[src/rtl/nvram_backup_engine_if.sv]
// Host load/save streams and nibble-array bus of the NVRAM backup engine.
// master: engine side; slave: host + array side.
interface nvram_backup_engine_if #(
    parameter int AW = 8,
    parameter int DW = 4
);
    logic          ld_req;
    logic          ld_valid;
    logic [DW-1:0] ld_data;
    logic          ld_ready;
    logic          sv_valid;
    logic [AW-1:0] sv_addr;
    logic [DW-1:0] sv_data;
    logic          sv_ready;
    logic [AW-1:0] nv_a;
    logic [DW-1:0] nv_i;
    logic [DW-1:0] nv_o;
    logic          nv_ce_n;
    logic          nv_rw_n;

    modport master (
        input  ld_req, ld_valid, ld_data, sv_ready, nv_o,
        output ld_ready, sv_valid, sv_addr, sv_data,
        output nv_a, nv_i, nv_ce_n, nv_rw_n
    );

    modport slave (
        output ld_req, ld_valid, ld_data, sv_ready, nv_o,
        input  ld_ready, sv_valid, sv_addr, sv_data,
        input  nv_a, nv_i, nv_ce_n, nv_rw_n
    );
endinterface

[src/rtl/nvram_backup_engine.sv]
// Save/restore sequencer in front of the nibble NVRAM array.
// Ports: clk, reset_n, cpu_* bus, busy, ld_err, bus (load/save/array).
module nvram_backup_engine #(
    parameter int AW           = 8,
    parameter int DW           = 4,
    parameter int LOAD_TIMEOUT = 4096
) (
    input  logic          clk,
    input  logic          reset_n,
    input  logic [AW-1:0] cpu_a,
    input  logic [DW-1:0] cpu_i,
    output logic [DW-1:0] cpu_o,
    input  logic          cpu_ce_n,
    input  logic          cpu_rw_n,
    input  logic          cpu_store,
    output logic          cpu_wr_drop,
    output logic          busy,
    output logic          ld_err,
    nvram_backup_engine_if.master bus
);
    localparam int TW = $clog2(LOAD_TIMEOUT + 1);

    typedef enum logic [2:0] {
        IDLE, LD_WAIT, LD_SETUP, LD_WRITE, SV_READ, SV_OUT
    } state_t;

    state_t        state, state_nx;
    logic [AW-1:0] count, count_nx;
    logic [AW-1:0] a_q, a_nx;
    logic [DW-1:0] d_q, d_nx;
    logic [AW-1:0] sv_addr_q, sv_addr_nx;
    logic [DW-1:0] sv_data_q, sv_data_nx;
    logic          sv_valid_q, sv_valid_nx;
    logic [TW-1:0] timer, timer_nx;
    logic          ld_err_q, ld_err_nx;
    logic          busy_q;
    logic          store_q, store_pend, start_sv;
    logic          wr_q, wr_drop_q;
    logic          wr_act;

    assign wr_act      = ~cpu_ce_n & ~cpu_rw_n;
    assign busy        = busy_q;
    assign ld_err      = ld_err_q;
    assign cpu_wr_drop = wr_drop_q;
    assign bus.sv_addr  = sv_addr_q;
    assign bus.sv_data  = sv_data_q;
    assign bus.sv_valid = sv_valid_q;

    always_ff @(posedge clk or negedge reset_n) begin
        if (!reset_n) begin
            state      <= IDLE;
            count      <= '0;
            a_q        <= '0;
            d_q        <= '0;
            sv_addr_q  <= '0;
            sv_data_q  <= '0;
            sv_valid_q <= 1'b0;
            timer      <= '0;
            ld_err_q   <= 1'b0;
            busy_q     <= 1'b0;
            store_q    <= 1'b0;
            store_pend <= 1'b0;
            wr_q       <= 1'b0;
            wr_drop_q  <= 1'b0;
        end else begin
            state      <= state_nx;
            count      <= count_nx;
            a_q        <= a_nx;
            d_q        <= d_nx;
            sv_addr_q  <= sv_addr_nx;
            sv_data_q  <= sv_data_nx;
            sv_valid_q <= sv_valid_nx;
            timer      <= timer_nx;
            ld_err_q   <= ld_err_nx;
            busy_q     <= (state_nx != IDLE);
            store_q    <= cpu_store;
            // A store edge seen while busy waits here until IDLE.
            store_pend <= (cpu_store & ~store_q) | (store_pend & ~start_sv);
            wr_q       <= wr_act;
            wr_drop_q  <= (state != IDLE) & wr_act & ~wr_q;
        end
    end

    always_comb begin
        state_nx    = state;
        count_nx    = count;
        a_nx        = a_q;
        d_nx        = d_q;
        sv_addr_nx  = sv_addr_q;
        sv_data_nx  = sv_data_q;
        sv_valid_nx = sv_valid_q;
        timer_nx    = timer;
        ld_err_nx   = ld_err_q;
        start_sv    = 1'b0;

        unique case (state)
            IDLE: begin
                if (bus.ld_req) begin
                    state_nx  = LD_WAIT;
                    count_nx  = '0;
                    ld_err_nx = 1'b0;
                    timer_nx  = '0;
                end else if (store_pend) begin
                    state_nx = SV_READ;
                    count_nx = '0;
                    start_sv = 1'b1;
                end
            end
            LD_WAIT: begin
                if (bus.ld_valid) begin
                    state_nx = LD_SETUP;
                    a_nx     = count;
                    d_nx     = bus.ld_data;
                    timer_nx = '0;
                end else if (timer == TW'(LOAD_TIMEOUT - 1)) begin
                    state_nx  = IDLE;
                    ld_err_nx = 1'b1;
                end else begin
                    timer_nx = timer + 1'b1;
                end
            end
            LD_SETUP: state_nx = LD_WRITE;
            LD_WRITE: begin
                if (count == '1) begin
                    state_nx = IDLE;
                end else begin
                    state_nx = LD_WAIT;
                    count_nx = count + 1'b1;
                end
            end
            SV_READ: begin
                state_nx    = SV_OUT;
                sv_data_nx  = bus.nv_o;
                sv_addr_nx  = count;
                sv_valid_nx = 1'b1;
            end
            SV_OUT: begin
                if (bus.sv_ready) begin
                    sv_valid_nx = 1'b0;
                    if (count == '1) begin
                        state_nx = IDLE;
                    end else begin
                        state_nx = SV_READ;
                        count_nx = count + 1'b1;
                    end
                end
            end
            default: state_nx = IDLE;
        endcase
    end

    // Array pins: CPU pass-through in IDLE, engine-driven otherwise.
    // a_q/d_q stay put after the write strobe so nothing moves
    // on the edge where nv_rw_n returns high.
    always_comb begin
        bus.nv_a     = a_q;
        bus.nv_i     = d_q;
        bus.nv_ce_n  = 1'b1;
        bus.nv_rw_n  = 1'b1;
        bus.ld_ready = 1'b0;
        cpu_o        = {DW{1'b1}};
        if (!reset_n) begin
            bus.nv_a = '0;
            bus.nv_i = '0;
            cpu_o    = bus.nv_o;
        end else begin
            unique case (state)
                IDLE: begin
                    bus.nv_a    = cpu_a;
                    bus.nv_i    = cpu_i;
                    bus.nv_ce_n = cpu_ce_n;
                    bus.nv_rw_n = cpu_rw_n;
                    cpu_o       = bus.nv_o;
                end
                LD_WAIT:  bus.ld_ready = 1'b1;
                LD_SETUP: bus.nv_ce_n  = 1'b0;
                LD_WRITE: begin
                    bus.nv_ce_n = 1'b0;
                    bus.nv_rw_n = 1'b0;
                end
                SV_READ: begin
                    bus.nv_a    = count;
                    bus.nv_ce_n = 1'b0;
                end
                SV_OUT:  bus.nv_a = count;
                default: bus.nv_a = a_q;
            endcase
        end
    end
endmodule

[src/flat_wrapper.sv]
// flat-port wrapper written by rule: the top's interface ports become plain ports
module nvram_backup_engine_flat 
#(
    parameter int AW           = 8,
    parameter int DW           = 4,
    parameter int LOAD_TIMEOUT = 4096
)
  (clk, reset_n, cpu_a, cpu_i, cpu_o, cpu_ce_n, cpu_rw_n, cpu_store, cpu_wr_drop, busy, ld_err, bus_ld_req, bus_ld_valid, bus_ld_data, bus_sv_ready, bus_nv_o, bus_ld_ready, bus_sv_valid, bus_sv_addr, bus_sv_data, bus_nv_a, bus_nv_i, bus_nv_ce_n, bus_nv_rw_n);
  nvram_backup_engine_if #(.AW(AW), .DW(DW)) bus_i ();
  input  logic clk;
  input  logic reset_n;
  input  logic [AW-1:0] cpu_a;
  input  logic [DW-1:0] cpu_i;
  output logic [DW-1:0] cpu_o;
  input  logic cpu_ce_n;
  input  logic cpu_rw_n;
  input  logic cpu_store;
  output logic cpu_wr_drop;
  output logic busy;
  output logic ld_err;
  input wire logic [$bits(bus_i.ld_req)-1:0] bus_ld_req;
  input wire logic [$bits(bus_i.ld_valid)-1:0] bus_ld_valid;
  input wire logic [$bits(bus_i.ld_data)-1:0] bus_ld_data;
  input wire logic [$bits(bus_i.sv_ready)-1:0] bus_sv_ready;
  input wire logic [$bits(bus_i.nv_o)-1:0] bus_nv_o;
  output wire logic [$bits(bus_i.ld_ready)-1:0] bus_ld_ready;
  output wire logic [$bits(bus_i.sv_valid)-1:0] bus_sv_valid;
  output wire logic [$bits(bus_i.sv_addr)-1:0] bus_sv_addr;
  output wire logic [$bits(bus_i.sv_data)-1:0] bus_sv_data;
  output wire logic [$bits(bus_i.nv_a)-1:0] bus_nv_a;
  output wire logic [$bits(bus_i.nv_i)-1:0] bus_nv_i;
  output wire logic [$bits(bus_i.nv_ce_n)-1:0] bus_nv_ce_n;
  output wire logic [$bits(bus_i.nv_rw_n)-1:0] bus_nv_rw_n;
  assign bus_i.ld_req = bus_ld_req;
  assign bus_i.ld_valid = bus_ld_valid;
  assign bus_i.ld_data = bus_ld_data;
  assign bus_i.sv_ready = bus_sv_ready;
  assign bus_i.nv_o = bus_nv_o;
  assign bus_ld_ready = bus_i.ld_ready;
  assign bus_sv_valid = bus_i.sv_valid;
  assign bus_sv_addr = bus_i.sv_addr;
  assign bus_sv_data = bus_i.sv_data;
  assign bus_nv_a = bus_i.nv_a;
  assign bus_nv_i = bus_i.nv_i;
  assign bus_nv_ce_n = bus_i.nv_ce_n;
  assign bus_nv_rw_n = bus_i.nv_rw_n;
  nvram_backup_engine #(.AW(AW), .DW(DW), .LOAD_TIMEOUT(LOAD_TIMEOUT)) u_core (.clk(clk), .reset_n(reset_n), .cpu_a(cpu_a), .cpu_i(cpu_i), .cpu_o(cpu_o), .cpu_ce_n(cpu_ce_n), .cpu_rw_n(cpu_rw_n), .cpu_store(cpu_store), .cpu_wr_drop(cpu_wr_drop), .busy(busy), .ld_err(ld_err), .bus(bus_i));
endmodule
[config.mk]
export PLATFORM = sky130hd
export DESIGN_NAME = nvram_backup_engine_flat
export DESIGN_NICKNAME = d
export VERILOG_FILES = /design/src/rtl/nvram_backup_engine_if.sv /design/src/rtl/nvram_backup_engine.sv /design/src/flat_wrapper.sv
export SDC_FILE = /design/constraint.sdc
export NUM_CORES = 1
export LEC_CHECK = 0
export BUFFER_PORTS_ARGS = -buffer_cell sky130_fd_sc_hd__buf_2
export CAP_MARGIN = 15
export CORE_MARGIN = 2
export CORE_UTILIZATION = 40
export DETAILED_ROUTE_END_ITERATION = 6
export MAX_ROUTING_LAYER = met4
export PLACE_DENSITY = 0.61
export REMOVE_ABC_BUFFERS = 1
export SYNTH_ARGS = -nofsm -noshare
export SYNTH_HDL_FRONTEND = slang
export SYNTH_SLANG_ARGS = --single-unit
[constraint.sdc]
create_clock -name clk -period 4.3 [get_ports clk]
set_input_delay 0.43 -clock clk [delete_from_list [all_inputs] [get_ports clk]]
set_output_delay 0.43 -clock clk [all_outputs]
set_load 0.05 [all_outputs]
==> results.toml <==
[flow_run]
max_cap_violations = 0

[global_route]
grt_pass1_vias = 2328
antenna_found_initial = 0
met1_usage_pct = 26.32
grt-ovfl-total = 0
grt_util_all_layers_pct = 18.17
met3_usage_pct = 3.568
grt_first_pass_wirelength_um = 11830
top_usage_layer = "met1"
grt_max_degree = 42
use_met2_pct = 26.11

[synthesis]
async_reset_ff_share_pct = 100.0
yosys.area_share.simple_pct = 22.20
syn_area_per_cell_um2 = 9.518
synthCells = 318
ys.flop_type = "dfrtp_1"
ys_seq_area_share_pct = 45.47
ys_ff_latch = 55
synth_xor_area_share_pct = 0.2894
synth_compound_area_share_pct = 14.76
synth_edf_count = 0
netlist_area_um2 = 3027
yosysWarnings = 0
synth_top_family_by_area = "simple AND/OR/NAND/NOR gates"
synth_mux_area_share_pct = 12.61
synth_fa_ha_area_share_pct = 0.8268
synthDistinctLibCells = 49

[power_and_ir_drop]
cellLeakagePower_nw = 1.613
ir_drop_v = 0.0003232
p_per_area_nw_per_um2 = 649.3

[setup_path]
worst-setup-path-type = "flip-flop to primary output"
timing.rr.start = "u_core.state[1]$_DFF_PN0_"
start_kind = "flip-flop"
path_cells = "inv_1, nand2_1, o22ai_1, nor2_1, buf_2"
r2r_slack_ns = 1.55
crit_required_ns = 3.87
reg2reg_to = "u_core.bus.sv_addr[5]$_DFFE_PN0P_"
cp-end-kind = "primary output"
path_delay_family = "flip-flops"
critPathBufInv = 2
crit_arrival_ns = 2.39
critPathMaxStageDelay_ns = 0.75
ff2ff_path_depth = 4
worstPathMaxFanout = 18
cp_slowest_cell = "dfrtp_1"

[route]
avgViaCountPerCell = 5.358
wl_per_cell_um = 15.03
routed-via-count = 2529
drt-initial-drc-count = 156
wl_um = 7094
dr.pass1.iters = 4
ant_nets = 0
drc = 0

[timing]
worst_pin_slew_ns = 1.095
rsz0062_at_grt = "false"
final.period_utilization_pct = 65.48
final.setup.tns_ns = 0
relSlewSlack_pct = 26.74
worst_slack_ns = 1.484
finalMaxSlewViolations = 0
hold_viol = 0
post-route-min-period_ns = 2.816
fin_skew_ns = 0.01109
clock.fmax_ghz = 0.3551
setup_viol_count_final = 0

[clocking]
cts.sinks = 55
root_buffer = "clkbuf_8"
path_clk_slew_ns = 0.11
hold_buffers = 0
cts_resized = 0
cts.path.max_buffers = 2
tritoncts = "built"
insertion_delay_ns = 0.32
cts_made_buffers = 5
h-tree-depth = 2
postCtsSetupRepairBufs = 0

[placed_design]
place.detailed.hpwl_um = 5077
pre_cts_ws_ns = 1.574
routabilityCongestion = 0.7896
io_buffer_count = 62

[final_layout]
drive_gt1_share_pct = 29.22
areaGrowthSynthToFinish_pct = 16.04
antennaDiodeCount = 0
nets = 402

[die]
die_area_um2 = 8278
start_util_pct = 41.51
die_y_um = 90.99
pin_count = 63
coreArea_um2 = 7292
die_w_um = 90.99
rows = 31

[worst_hold_path]
hp-class = "input pin to asynchronous set/reset pin"

[status]
outcome = "finished, final reports clean"
flip-flops by register name, indices dropped and copies added (netlist names):
register,flops
u_core.bus.sv_addr,8
u_core.a_q,8
u_core.bus.sv_valid,1
u_core.busy,1
u_core.bus.sv_data,4
u_core.wr_q,1
u_core.store_q,1
u_core.d_q,4
u_core.ld_err,1
u_core.state,3
u_core.store_pend,1
u_core.cpu_wr_drop,1
u_core.timer,13
u_core.count,8
synth_stat cells, drive strengths merged (5+ instances only):
cell	number	share of area, %
or4	5	1.2
mux2	25	9.3
buf	10	2.1
nand4	5	1.0
nor3	5	1.4
nand2	44	5.5
a21boi	6	1.5
nand3	9	1.5
a21oi	10	1.7
clkbuf	9	1.1
dfrtp	55	45
o22ai	9	1.9
inv	5	0.62
nand2b	15	3.1
o21ai	30	5.0
mux2i	10	3.3
nor2	25	3.2
logic make-up (layout without fill, tap and decap cells):
| family | count (synthesis) | count (layout) |
|---|---|---|
| AO/OA/AOI/OAI | 72 | 72 |
| XOR/XNOR | 1 | 1 |
| adder cells (fa/ha/maj) | 2 | 2 |
| buffers and inverters | 24 | 79 |
| flip-flops | 55 | 55 |
| multiplexers | 35 | 35 |
| AND/OR/NAND/NOR | 129 | 129 |
worst max path at each step:
stage                              start                                end  slack (ns)  depth (start not counted)
5_1_grt        u_core.state[0]$_DFF_PN0_                           cpu_o[3]        1.27                          5
3_3_place_gp   u_core.state[1]$_DFF_PN0_  u_core.bus.sv_data[2]$_DFFE_PN0P_        1.64                          4
3_5_place_dp   u_core.state[1]$_DFF_PN0_  u_core.bus.sv_addr[1]$_DFFE_PN0P_        1.57                          4
6_report       u_core.state[1]$_DFF_PN0_                        bus_nv_a[5]        1.48                          5
2_1_floorplan  u_core.state[0]$_DFF_PN0_                        bus_nv_i[0]        1.54                          4
4_1_cts        u_core.state[1]$_DFF_PN0_                        bus_nv_a[5]        1.48                          5
power breakdown:
group          switching [W]  internal (W)
clock network       0.000176      0.000192
logic               0.000794      0.000350
registers           0.000150      0.000618
placed cells by master, fill, tap and decap left out, types with 6 or more instances in the layout:
| cell | count |
|---|---|
| dfrtp_1 | 55 |
| buf_2 | 63 |
| nor2_1 | 24 |
| o22ai_1 | 9 |
| nand2_1 | 44 |
| mux2i_1 | 10 |
| nand2b_1 | 15 |
| nand3_1 | 9 |
| o21ai_0 | 30 |
| clkbuf_8 | 6 |
| a21oi_1 | 10 |
| mux2_2 | 25 |
layout make-up:
type,instances,area (um2)
timing repair buffer,66,337.8
clock buffer,6,82.58
inverter,5,18.77
sequential,55,1376
fill,737,3780
clock inverter,2,38.79
multi-input combinational,239,1534
tap,99,123.9
metrics by stage:
stage | cell area, um2 | cells | util [%] | power, W | hold WS (ns)
after floorplan | 2929 | 299 | - | 0.001622 | 0.1344
final | 3512 | 472 | 48.16 | 0.002280 | 0.1752
after CTS | 3507 | 471 | 48.10 | 0.002288 | 0.1928
after global placement | 3386 | 463 | 46.43 | 0.001901 | 0.3914
after detailed placement | 3386 | 463 | 46.43 | 0.001920 | 0.4021
after global routing | 3512 | 472 | 48.16 | 0.002431 | 0.2282
layer usage:
| layer | part of all wire, % | vias to the layer above |
|---|---|---|
| li1 | - | 1250 |
| met1 | 49 | 1199 |
| met4 | 1.2 | 0 |
| met3 | 4.9 | 7 |
| met2 | 45 | 73 |
| met5 | 0 | - |
(Power assumes the default switching activity.)
